[config.mk]
export PLATFORM = sky130hd
export DESIGN_NAME = mipi_rx_frame_ctrl
export DESIGN_NICKNAME = d
export VERILOG_FILES = /design/src/rtl/mipi_rx_ctrl_pkg.sv /design/src/rtl/mipi_rx_watchdog.sv /design/src/rtl/mipi_rx_frame_ctrl.sv
export SDC_FILE = /design/constraint.sdc
export NUM_CORES = 1
export LEC_CHECK = 0
export ABC_AREA = 0
export BUFFER_PORTS_ARGS = -buffer_cell sky130_fd_sc_hd__buf_4
export CAP_MARGIN = 20
export CORE_MARGIN = 2
export CORE_UTILIZATION = 42
export DETAILED_ROUTE_END_ITERATION = 7
export PLACE_DENSITY = 0.63
export SYNTH_ARGS = -nofsm -noshare
export SYNTH_HDL_FRONTEND = slang
export SYNTH_SLANG_ARGS = --single-unit
[constraint.sdc]
create_clock -name PARALLEL_CLOCK_I -period 6.55 [get_ports PARALLEL_CLOCK_I]
set_clock_uncertainty 0.05 [all_clocks]
set_input_delay 0 -clock PARALLEL_CLOCK_I [delete_from_list [all_inputs] [get_ports PARALLEL_CLOCK_I]]
set_output_delay 0 -clock PARALLEL_CLOCK_I [all_outputs]
set_load 0.02 [all_outputs]
[src/rtl/mipi_rx_ctrl_pkg.sv]
// Shared types and constants for the MIPI CSI-2 RX frame controller.
package mipi_rx_ctrl_pkg;

  localparam int unsigned CNT_W = 16;

  localparam int unsigned ERR_LINE_LEN = 0;
  localparam int unsigned ERR_LINE_CNT = 1;
  localparam int unsigned ERR_TRUNC    = 2;
  localparam int unsigned ERR_TIMEOUT  = 3;

  typedef enum logic [1:0] {
    IDLE     = 2'd0,
    WAIT_FS  = 2'd1,
    IN_FRAME = 2'd2,
    RECOVER  = 2'd3
  } state_t;

  function automatic logic [CNT_W-1:0] sat_inc(input logic [CNT_W-1:0] v);
    if (v == {CNT_W{1'b1}}) sat_inc = v;
    else                    sat_inc = v + CNT_W'(1);
  endfunction

endpackage

[src/rtl/mipi_rx_watchdog.sv]
// Clear/load/count counter with a terminal-count pulse; the count wraps to zero on terminal count.
module mipi_rx_watchdog #(
  parameter int unsigned g_WIDTH = 8
) (
  input  logic               i_clk,
  input  logic               i_rst,
  input  logic               i_clr,
  input  logic               i_load,
  input  logic [g_WIDTH-1:0] i_load_val,
  input  logic               i_cnt_en,
  input  logic [g_WIDTH-1:0] i_term,
  output logic               o_tc
);

  logic [g_WIDTH-1:0] r_cnt;
  logic [g_WIDTH-1:0] w_cnt_nxt;

  assign o_tc = i_cnt_en && (r_cnt == i_term);

  // Next count: clear beats load beats terminal wrap beats increment.
  always_comb begin
    w_cnt_nxt = r_cnt;
    if (i_clr) begin
      w_cnt_nxt = {g_WIDTH{1'b0}};
    end else if (i_load) begin
      w_cnt_nxt = i_load_val;
    end else if (o_tc) begin
      w_cnt_nxt = {g_WIDTH{1'b0}};
    end else if (i_cnt_en) begin
      w_cnt_nxt = r_cnt + g_WIDTH'(1);
    end else begin
      w_cnt_nxt = r_cnt;
    end
  end

  // Count register.
  always_ff @(posedge i_clk or posedge i_rst) begin
    if (i_rst) r_cnt <= {g_WIDTH{1'b0}};
    else       r_cnt <= w_cnt_nxt;
  end

endmodule

[src/rtl/mipi_rx_frame_ctrl.sv]
// Frame-level controller behind the CSI-2 RX decoder: gates the stream, checks frame geometry, recovers stalls.
// Optional macro MIPI_RX_FRAME_CTRL_STATS_EN adds last_lines_o / last_max_beats_o per-frame statistics.
module mipi_rx_frame_ctrl
  import mipi_rx_ctrl_pkg::*;
#(
  parameter int unsigned g_DATAWIDTH     = 10,
  parameter int unsigned g_NUM_OF_PIXELS = 1,
  parameter int unsigned g_H_RES         = 1920,
  parameter int unsigned g_V_RES         = 1080,
  parameter int unsigned g_TIMEOUT       = 1048576,
  parameter int unsigned g_RST_CYCLES    = 16
) (
  input  logic                                   PARALLEL_CLOCK_I,
  input  logic                                   RESET_I,
  input  logic                                   enable_i,
  input  logic                                   clr_err_i,
  input  logic                                   frame_start_i,
  input  logic                                   frame_end_i,
  input  logic                                   line_start_i,
  input  logic                                   line_end_i,
  input  logic                                   line_valid_i,
  input  logic [g_NUM_OF_PIXELS*g_DATAWIDTH-1:0] data_i,
  output logic                                   frame_valid_o,
  output logic                                   line_valid_o,
  output logic [g_NUM_OF_PIXELS*g_DATAWIDTH-1:0] data_o,
  output logic                                   frame_done_o,
  output logic                                   frame_ok_o,
  output logic [3:0]                             err_o,
  output logic [15:0]                            frame_cnt_o,
`ifdef MIPI_RX_FRAME_CTRL_STATS_EN
  output logic [15:0]                            last_lines_o,
  output logic [15:0]                            last_max_beats_o,
`endif
  output logic                                   decoder_rst_o,
  output logic                                   busy_o
);

  localparam int unsigned      c_DW      = g_NUM_OF_PIXELS * g_DATAWIDTH;
  localparam logic [CNT_W-1:0] c_BEATS   = CNT_W'(g_H_RES / g_NUM_OF_PIXELS);
  localparam logic [CNT_W-1:0] c_LINES   = CNT_W'(g_V_RES);
  localparam logic [CNT_W-1:0] c_ZERO    = {CNT_W{1'b0}};
  localparam int unsigned      c_WD_W    = $clog2(g_TIMEOUT + 1);
  localparam int unsigned      c_RC_W    = $clog2(g_RST_CYCLES + 1);
  localparam logic [c_WD_W-1:0] c_WD_TERM = c_WD_W'(g_TIMEOUT - 1);
  localparam logic [c_RC_W-1:0] c_RC_TERM = c_RC_W'(g_RST_CYCLES - 1);

  state_t           r_state, w_state_nxt;
  logic [CNT_W-1:0] r_beats, w_beats_nxt, r_lines, w_lines_nxt, r_max, w_max_nxt;
  logic [CNT_W-1:0] w_beats_eff, w_lines_eff, w_max_eff;
  logic             r_bad, w_bad_nxt;
  logic [3:0]       w_err_set;
  logic             w_done, w_ok, w_line_err, w_cnt_err;
  logic             w_activity, w_timeout, w_rst_done, w_wd_en, w_rc_en, w_gate;

  logic             r_fv, r_lv, r_done, r_ok, r_dec_rst, r_busy;
  logic [c_DW-1:0]  r_data;
  logic [3:0]       r_err;
  logic [15:0]      r_fcnt;

  // A beat or line_end arriving together with frame_end is folded in before the frame is judged.
  assign w_activity  = frame_start_i | frame_end_i | line_start_i | line_end_i | line_valid_i;
  assign w_beats_eff = line_valid_i ? sat_inc(r_beats) : r_beats;
  assign w_lines_eff = line_end_i ? sat_inc(r_lines) : r_lines;
  assign w_max_eff   = (line_end_i && (w_beats_eff > r_max)) ? w_beats_eff : r_max;
  assign w_line_err  = line_end_i && (w_beats_eff != c_BEATS);
  assign w_cnt_err   = w_lines_eff != c_LINES;
  assign w_wd_en     = (r_state == IN_FRAME) && !w_activity;
  assign w_rc_en     = r_state == RECOVER;
  assign w_gate      = ((r_state == IN_FRAME) && !w_timeout) || (w_state_nxt == IN_FRAME);

  mipi_rx_watchdog #(.g_WIDTH(c_WD_W)) u_timeout (
    .i_clk      (PARALLEL_CLOCK_I),
    .i_rst      (RESET_I),
    .i_clr      (!w_wd_en),
    .i_load     (1'b0),
    .i_load_val ({c_WD_W{1'b0}}),
    .i_cnt_en   (w_wd_en),
    .i_term     (c_WD_TERM),
    .o_tc       (w_timeout)
  );

  mipi_rx_watchdog #(.g_WIDTH(c_RC_W)) u_recover (
    .i_clk      (PARALLEL_CLOCK_I),
    .i_rst      (RESET_I),
    .i_clr      (!w_rc_en),
    .i_load     (1'b0),
    .i_load_val ({c_RC_W{1'b0}}),
    .i_cnt_en   (w_rc_en),
    .i_term     (c_RC_TERM),
    .o_tc       (w_rst_done)
  );

  // Next-state, geometry counters and frame verdict.
  always_comb begin
    w_state_nxt = r_state;
    w_beats_nxt = r_beats;
    w_lines_nxt = r_lines;
    w_max_nxt   = r_max;
    w_bad_nxt   = r_bad;
    w_err_set   = 4'b0000;
    w_done      = 1'b0;
    w_ok        = 1'b0;
    case (r_state)
      IDLE: begin
        if (enable_i) w_state_nxt = WAIT_FS;
        else          w_state_nxt = IDLE;
      end
      WAIT_FS: begin
        if (!enable_i) begin
          w_state_nxt = IDLE;
        end else if (frame_start_i) begin
          w_state_nxt = IN_FRAME;
          w_beats_nxt = c_ZERO;
          w_lines_nxt = c_ZERO;
          w_max_nxt   = c_ZERO;
          w_bad_nxt   = 1'b0;
        end else begin
          w_state_nxt = WAIT_FS;
        end
      end
      IN_FRAME: begin
        if (frame_start_i) begin
          w_err_set[ERR_TRUNC] = 1'b1;
          w_done      = 1'b1;
          w_beats_nxt = c_ZERO;
          w_lines_nxt = c_ZERO;
          w_max_nxt   = c_ZERO;
          w_bad_nxt   = 1'b0;
          w_state_nxt = enable_i ? IN_FRAME : IDLE;
        end else if (w_timeout) begin
          w_err_set[ERR_TIMEOUT] = 1'b1;
          w_state_nxt = RECOVER;
        end else begin
          w_beats_nxt = line_end_i ? c_ZERO : w_beats_eff;
          w_lines_nxt = w_lines_eff;
          w_max_nxt   = w_max_eff;
          w_bad_nxt   = r_bad | w_line_err;
          w_err_set[ERR_LINE_LEN] = w_line_err;
          w_err_set[ERR_LINE_CNT] = frame_end_i & w_cnt_err;
          if (frame_end_i) begin
            w_done      = 1'b1;
            w_ok        = ~(r_bad | w_line_err | w_cnt_err);
            w_state_nxt = enable_i ? WAIT_FS : IDLE;
          end else begin
            w_state_nxt = IN_FRAME;
          end
        end
      end
      RECOVER: begin
        if (w_rst_done) w_state_nxt = enable_i ? WAIT_FS : IDLE;
        else            w_state_nxt = RECOVER;
      end
      default: w_state_nxt = IDLE;
    endcase
  end

  // State, counters and registered outputs.
  always_ff @(posedge PARALLEL_CLOCK_I or posedge RESET_I) begin
    if (RESET_I) begin
      r_state   <= IDLE;
      r_beats   <= c_ZERO;
      r_lines   <= c_ZERO;
      r_max     <= c_ZERO;
      r_bad     <= 1'b0;
      r_fv      <= 1'b0;
      r_lv      <= 1'b0;
      r_data    <= {c_DW{1'b0}};
      r_done    <= 1'b0;
      r_ok      <= 1'b0;
      r_err     <= 4'b0000;
      r_fcnt    <= 16'd0;
      r_dec_rst <= 1'b0;
      r_busy    <= 1'b0;
    end else begin
      r_state   <= w_state_nxt;
      r_beats   <= w_beats_nxt;
      r_lines   <= w_lines_nxt;
      r_max     <= w_max_nxt;
      r_bad     <= w_bad_nxt;
      r_fv      <= w_gate;
      r_lv      <= w_gate & line_valid_i;
      r_data    <= w_gate ? data_i : {c_DW{1'b0}};
      r_done    <= w_done;
      r_ok      <= w_done & w_ok;
      r_err     <= (clr_err_i ? 4'b0000 : r_err) | w_err_set;
      r_fcnt    <= (w_done && w_ok) ? r_fcnt + 16'd1 : r_fcnt;
      r_dec_rst <= w_state_nxt == RECOVER;
      r_busy    <= w_state_nxt != IDLE;
    end
  end

`ifdef MIPI_RX_FRAME_CTRL_STATS_EN
  logic [CNT_W-1:0] r_last_lines, r_last_max;

  // A restarted frame reports what it had accumulated before the new frame_start.
  always_ff @(posedge PARALLEL_CLOCK_I or posedge RESET_I) begin
    if (RESET_I) begin
      r_last_lines <= c_ZERO;
      r_last_max   <= c_ZERO;
    end else if (w_done) begin
      r_last_lines <= frame_start_i ? r_lines : w_lines_eff;
      r_last_max   <= frame_start_i ? r_max : w_max_eff;
    end else begin
      r_last_lines <= r_last_lines;
      r_last_max   <= r_last_max;
    end
  end

  assign last_lines_o     = r_last_lines;
  assign last_max_beats_o = r_last_max;
`endif

  assign frame_valid_o = r_fv;
  assign line_valid_o  = r_lv;
  assign data_o        = r_data;
  assign frame_done_o  = r_done;
  assign frame_ok_o    = r_ok;
  assign err_o         = r_err;
  assign frame_cnt_o   = r_fcnt;
  assign decoder_rst_o = r_dec_rst;
  assign busy_o        = r_busy;

endmodule

### After elaboration in Yosys (flattened, before gate mapping)

Index checks and enable logic that the tools add are counted.

| storage, ports and cells | value |
|---|---|
| word-level logic and storage cells | 105 |
| bits of input ports | 19 |
| register bits | 97 |
| output and inout bits | 36 |

| cells by class | value |
|---|---|
| add/subtract/negate cells | 5 |
| multiplexer cells | 47 |
| reductions and logical operators | 13 |
| equality and inequality tests | 14 |
| bitwise logic cells | 11 |

Operators by type and width:

| cell | number |
|---|---|
| 16-bit 2-to-1 mux | 11 |
| 16-bit one-hot mux with 2 select lines | 2 |
| 16-bit by 1-bit adder with 16-bit output (second input constant) | 3 |
| 21-bit 2-to-1 mux | 2 |
| 16-bit == test (second input constant) | 2 |
| 16-bit by 11-bit inequality test with 1-bit output (second input constant) | 2 |
| 21-bit by 1-bit adder with 21-bit output (second input constant) | 1 |
| 21-bit by 20-bit == test with 1-bit output (second input constant) | 1 |
| 2-bit 2-to-1 mux | 9 |
| 1-bit 2-to-1 mux | 16 |
| 10-bit 2-to-1 mux | 1 |
| 5-bit 2-to-1 mux | 2 |
| 2-bit == test (second input constant) | 4 |
| 4-bit 2-to-1 mux | 2 |
| 2-bit one-hot mux with 4 select lines | 1 |
| 1-bit logical AND | 6 |
| 1-bit bitwise OR | 6 |
| 5-bit by 1-bit adder with 5-bit output (second input constant) | 1 |
| 5-bit by 4-bit == test with 1-bit output (second input constant) | 1 |
| 2-bit inequality test (second input constant) | 2 |
| 4-bit bitwise OR | 1 |
| 4-bit AND reduction | 1 |
| 2-bit nonzero test | 2 |
| 1-bit bitwise AND | 3 |
| 7 further kinds | 8 |

### Depth between registers and ports, before layout

| depth | value |
|---|---|
| depth after elaboration | 13 |
| depth in mapped cells | 12 |
| depth with buffers taken out | 9 |

### Cells and area by module

From an unflattened synthesis, not the netlist that was laid out.

| second synthesis, totals | value |
|---|---|
| cells, all modules | 674 |
| area, all modules | 6,058.3 µm² |

Modules (own cells, without submodules):

| module | times used | area an instance (µm²) | cells an instance | seq. area each (µm²) |
|---|---|---|---|---|
| mipi_rx_frame_ctrl | 1 | 4,080.2 | 447 | 1,776.7 |
| mipi_rx_watchdog (u_timeout) | 1 | 1,524.0 | 173 | 525.5 |
| mipi_rx_watchdog (u_recover) | 1 | 454.2 | 54 | 125.1 |

### Worst setup path after synthesis

OpenSTA, ideal clock, no wires.

| timing path | value |
|---|---|
| path type | register to register |
| from | register r_lines[1] |
| to | register r_fcnt[10], in the netlist frame_cnt_o[10] |
| data arrival time | 2.819 ns |
| stages on the path, launching flop included | 12 |
| period minus slack after synthesis | 2.949 ns |
| setup time | 0.080 ns |
| buffers on the path | 2 |
| required time | 6.420 ns |
| setup slack | 3.601 ns |
| cells stage by stage | dfrtp_1 > ha_1 > and3_1 > and3_1 > buf_2 > a21boi_1 > or4_1 > a211oi_2 > nand4_2 > buf_6 > nor3_1 > xnor2_1 |

| on the way | value |
|---|---|
| cells in the longest elaborated chain, start to end | 11 |
| elaborated cells on any way between the ends | 12 |
| classes of those cells | 1 x add/sub; 2 x eq/ne; 6 x mux; 2 x bitwise; 1 x reduce/logical |

RTL lines:

| item | RTL line | RTL |
|---|---|---|
| start: declaration | mipi_rx_frame_ctrl.sv:48 | `logic [CNT_W-1:0] r_beats, w_beats_nxt, r_lines, w_lines_nxt, r_max, w_max_nxt;` |
| start signal: assignment | mipi_rx_frame_ctrl.sv:162 | `r_lines <= c_ZERO;` |
| start signal: assignment | mipi_rx_frame_ctrl.sv:177 | `r_lines <= w_lines_nxt;` |
| 16-bit by 1-bit adder with 16-bit output / 16-bit == test (equally long branches) | mipi_rx_ctrl_pkg.sv:20, mipi_rx_ctrl_pkg.sv:19 |  |
| 16-bit 2-to-1 mux | mipi_rx_ctrl_pkg.sv:19 | `if (v == {CNT_W{1'b1}}) sat_inc = v;` |
| 16-bit 2-to-1 mux * | mipi_rx_frame_ctrl.sv:63 | `assign w_lines_eff = line_end_i ? sat_inc(r_lines) : r_lines;` |
| 16-bit by 11-bit inequality test with 1-bit output * | mipi_rx_frame_ctrl.sv:66 | `assign w_cnt_err = w_lines_eff != c_LINES;` |
| 1-bit bitwise OR * | mipi_rx_frame_ctrl.sv:142 | `w_ok = ~(r_bad \| w_line_err \| w_cnt_err);` |
| 1-bit inverter * | mipi_rx_frame_ctrl.sv:142 |  |
| 1-bit 2-to-1 mux * | mipi_rx_frame_ctrl.sv:140 | `if (frame_end_i) begin` |
| 1-bit 2-to-1 mux * | mipi_rx_frame_ctrl.sv:130 | `end else if (w_timeout) begin` |
| 1-bit 2-to-1 mux * | mipi_rx_frame_ctrl.sv:122 | `if (frame_start_i) begin` |
| 1-bit 2-to-1 mux * | mipi_rx_frame_ctrl.sv:103 | `case (r_state)` |
| 1-bit logical AND * | mipi_rx_frame_ctrl.sv:186 | `r_fcnt <= (w_done && w_ok) ? r_fcnt + 16'd1 : r_fcnt;` |
| end signal: assignment | mipi_rx_frame_ctrl.sv:186 |  |
| end: declaration | mipi_rx_frame_ctrl.sv:58 | `logic [15:0] r_fcnt;` |

Every way passes the cells marked *; elsewhere a longest branch is shown, timed or not.
A chain may end at the register's enable or synchronous reset.

### Final worst setup path

| timing path | value |
|---|---|
| from | register r_beats[5] |
| to | register r_fcnt[12], in the netlist frame_cnt_o[12] |

| on the way | value |
|---|---|
| cells in the longest elaborated chain, start to end | 13 |
| elaborated cells on any way between the ends | 14 |
| classes of those cells | 1 x add/sub; 2 x eq/ne; 6 x mux; 3 x bitwise; 2 x reduce/logical |

RTL lines:

| item | RTL line | RTL |
|---|---|---|
| start: declaration | mipi_rx_frame_ctrl.sv:48 |  |
| start signal: assignment | mipi_rx_frame_ctrl.sv:161 | `r_beats <= c_ZERO;` |
| start signal: assignment | mipi_rx_frame_ctrl.sv:176 | `r_beats <= w_beats_nxt;` |
| 16-bit by 1-bit adder with 16-bit output / 16-bit == test (equally long branches) | mipi_rx_ctrl_pkg.sv:20, mipi_rx_ctrl_pkg.sv:19 |  |
| 16-bit 2-to-1 mux | mipi_rx_ctrl_pkg.sv:19 |  |
| 16-bit 2-to-1 mux * | mipi_rx_frame_ctrl.sv:62 | `assign w_beats_eff = line_valid_i ? sat_inc(r_beats) : r_beats;` |
| 16-bit by 11-bit inequality test with 1-bit output * | mipi_rx_frame_ctrl.sv:65 | `assign w_line_err = line_end_i && (w_beats_eff != c_BEATS);` |
| 1-bit logical AND * | mipi_rx_frame_ctrl.sv:65 |  |
| 1-bit bitwise OR * (2 in series) | mipi_rx_frame_ctrl.sv:142 |  |
| 1-bit inverter * | mipi_rx_frame_ctrl.sv:142 |  |
| 1-bit 2-to-1 mux * | mipi_rx_frame_ctrl.sv:140 |  |
| 1-bit 2-to-1 mux * | mipi_rx_frame_ctrl.sv:130 |  |
| 1-bit 2-to-1 mux * | mipi_rx_frame_ctrl.sv:122 |  |
| 1-bit 2-to-1 mux * | mipi_rx_frame_ctrl.sv:103 |  |
| 1-bit logical AND * | mipi_rx_frame_ctrl.sv:186 |  |

Marks and branches as above.

==> flow_summary.toml <==
[timing]
holdWs_ns = 0.202
relSlewSlack_pct = 47.8
fmax_mhz = 270
period_minus_slack_ns = 3.71
rsz0062_at_grt = "false"
maxSlewViolCount = 0
period_share_pct = 56.6
fin_setup_tns_ns = 0
setup_violations = 0
tightest_slew_ns = 0.775
finalHoldViolCount = 0

[setup_path]
crit_type = "reg2reg"
crit_chain = "nand4_2 > nor4_1 > o21ai_0 > a2bb2o_1 > o41ai_2 > nand4_2 > nor4_1 > xor2_1"
critPathMaxFanout = 16
max_stage_delay_ns = 0.72
r2r-end = "frame_cnt_o[12]"
reg2reg_from = "r_beats[5]"
worstSetupEndpointType = "flop"
start_kind = "flop"
reg2reg_depth = 8
crit_arrival_ns = 3.93
worstSetupEndpoint = "frame_cnt_o[12]"
r2r_setup_slack_ns = 2.84
cp_slowest_cell = "nor4_1"
critPathRequiredTime_ns = 6.77
crit_start = "r_beats[5]"

[routing]
remaining_drc_errors = 0
avgViaCountPerCell = 5.52
drt_iter0_markers = 250
vias = 4469
wirelength_microns = 12000
wire_per_inst_microns = 14.9
ant_nets = 0
firstDrtPassIters = 5

[clocking]
cts_tree = "yes"
max-clock-path-buffers = 2
clk_pin_slew_ns = 0.07
cts_setup_buffers = 0
cts_made_buffers = 9
root_buffer = "clkbuf_16"
htree_levels = 3
clock-sinks = 97
clock_latency_ns = 0.36

[layout]
num_antenna_cells = 0
area_growth_pct = 19.0
seqCellArea_sq_um = 2430
fillers = 1227
nNetsFinal = 657
drive_above_1_share_pct = 14.6
multi_input_area_sq_um = 2690
fin_area_sq_um = 6330

[synth]
synth_nets = 599
synth_edf_count = 0
ys_ff_latch = 97
synthCells = 575
async_reset_ff_share_pct = 100
ys.flop_type = "dfrtp_1"
synth_area_per_cell_sq_um = 9.25
synth_warnings = 0
netlist_area_sq_um = 5320
yosysSeqAreaShare_pct = 45.6
yosysUniqueCellTypes = 69

[placement]
place_area_sq_um = 5830
place_hpwl_microns = 8220
portBuffers = 54
gp_congestion = 0.898

[grt]
grt_usage_pct = 18.9
grt_pass1_wl_microns = 20400
antenna_found_initial = 0
grt_max_degree = 58
grt-ovfl-total = 0
grt_pass1_vias = 4189

[pwr]
power.leakage_nw = 2.78
vdd_drop_max_mv = 0.201
powerDensity_nw_per_um2 = 241

[floorplanning]
rows = 41
die_area_sq_um = 13600
core_sq_um = 12500
pin_count = 55
die_x_microns = 117
die_h_microns = 117
initial_core_util_pct = 42.5

[status]
outcome = "finished clean"

[hold_path]
hold_class = "in2async"

[job]
maxCapViolCount = 0
-- timing repair --
| item | 4_1_cts | 5_1_grt |
|---|---|---|
| endpoints found under the setup margin | 0 | 0 |
| resized for setup | 0 | 0 |
| hold buffers | 19 | 0 |
| hold endpoints to repair | 62 | 0 |
-- registers in the layout, indices dropped and copies added, names as in the netlist, 2 cells and up --
name and flops:
u_timeout.r_cnt 21, frame_cnt_o 16, r_beats 16, r_lines 16
data_o 10, u_recover.r_cnt 5, err_o 4, r_state 2
-- layout make-up --
| cell class | count | area share (%) |
|---|---|---|
| multi-input combinational | 433 | 42.6 |
| sequential | 97 | 38.3 |
| timing repair buffer | 76 | 9.76 |
| clock buffer | 11 | 3.83 |
| tap | 172 | 3.40 |
| clock inverter | 5 | 1.11 |
| inverter | 16 | 0.988 |
-- worst max-delay path: cells and delay by family (launching register included) --
| kind | cells | cell delay, ns |
|---|---|---|
| flip-flops | 1 | 0.59 |
| AND/OR/NAND/NOR | 4 | 1.88 |
| AO/OA/AOI/OAI | 3 | 0.92 |
| XOR/XNOR | 1 | 0.18 |
-- how the worst min path moves through the flow --
| stage | start | slack, ns | to | cells past startpoint |
|---|---|---|---|---|
| CTS | RESET_I | 0.21 | u_timeout.r_cnt[9] | 3 |
| finish | RESET_I | 0.20 | u_recover.r_cnt[3] | 3 |
| floorplan | data_i[0] | 0.08 | data_o[0] | 1 |
| global placement | RESET_I | 0.03 | decoder_rst_o | 2 |
| global route | RESET_I | 0.24 | u_recover.r_cnt[3] | 3 |
| detailed placement | RESET_I | 0.03 | decoder_rst_o | 2 |
-- cell usage after synthesis (all sizes together) (2+ instances only) --
cell	count	area, sq um
dfrtp	97	2430
nor2	55	206
o21ai	46	230
nand2	43	161
nand3	34	175
a21oi	25	125
xor2	25	219
and3	19	119
nand4	18	140
buf	17	93.8
inv	16	60.1
nor3	16	95.1
and2	15	93.8
clkbuf	12	45.0
xnor2	11	96.3
nor4	10	75.1
nor2b	8	50.1
o31ai	8	60.1
nand2b	7	43.8
o41ai	7	68.8
or2	7	43.8
a31oi	6	37.5
or3	6	37.5
ha	5	62.6
or4	5	41.3
a211oi	4	35.0
a21o	4	30.0
a41oi	4	35.0
and4	4	35.0
nand3b	4	30.0
a22o	3	26.3
mux2i	3	30.0
o211ai	3	22.5
o22ai	3	18.8
a211o	2	17.5
a2bb2o	2	30.0
a2bb2oi	2	17.5
nand4b	2	17.5
o221ai	2	17.5
-- per-layer routing --
metal  up-vias  GRT usage (%)  wire length [microns]
met5         -              0                      0
met4         0           5.18                    128
met3        10           4.46                    572
met2       118           29.8                   5570
met1      2141           26.3                   5780
li1       2200              -                      -
-- report_power, final --
| group | internal [W] | switching [W] | leakage (nW) |
|---|---|---|---|
| clock network | 0.000314 | 0.000244 | 0.154 |
| logic | 0.000111 | 0.000176 | 1.29 |
| registers | 0.000646 | 0.0000371 | 1.33 |
| total | 0.00107 | 0.000457 | 2.78 |
-- per-stage QoR --
step / instances / setup slack, ns / utilization [%] / total power [W]
after detailed placement: 775 / 2.84 / 46.6 / 0.000976
after floorplan: 575 / 3.60 / - / 0.000869
final: 810 / 2.84 / 50.6 / 0.00153
after CTS: 810 / 2.82 / 50.6 / 0.00155
after global routing: 810 / 2.50 / 50.6 / 0.00161
after global placement: 775 / 2.93 / 46.6 / 0.000972
-- cell families after synthesis --
family                   after synthesis  synth area share (%)
AO/OA/AOI/OAI                        132                  16.6
flip-flops                            97                  45.6
adder cells (fa/ha/maj)                5                  1.18
XOR/XNOR                              36                  5.93
AND/OR/NAND/NOR                      256                  26.2
buffers and inverters                 45                  3.74
multiplexers                           4                 0.776
-- cells in the final DEF (no fill, tap or decap), types with 4 or more instances in the layout --
master	count
dfrtp_1	97
buf_4	57
nor2_1	55
o21ai_0	45
nand2_1	43
nand3_1	33
xor2_1	25
a21oi_1	25
and3_1	19
dlygate4sd3_1	19
nand4_1	15
inv_1	14
and2_1	14
nor3_1	13
xnor2_1	11
clkbuf_16	9
nor2b_1	8
o31ai_1	8
nor4_1	8
nand2b_1	7
a31oi_1	6
o41ai_1	6
or3_1	6
ha_1	5
a41oi_1	4
or4_1	4
or2_2	4
a21o_1	4
nand3b_1	4
and4_1	4
Note: power is estimated with default switching activity, not from simulation.
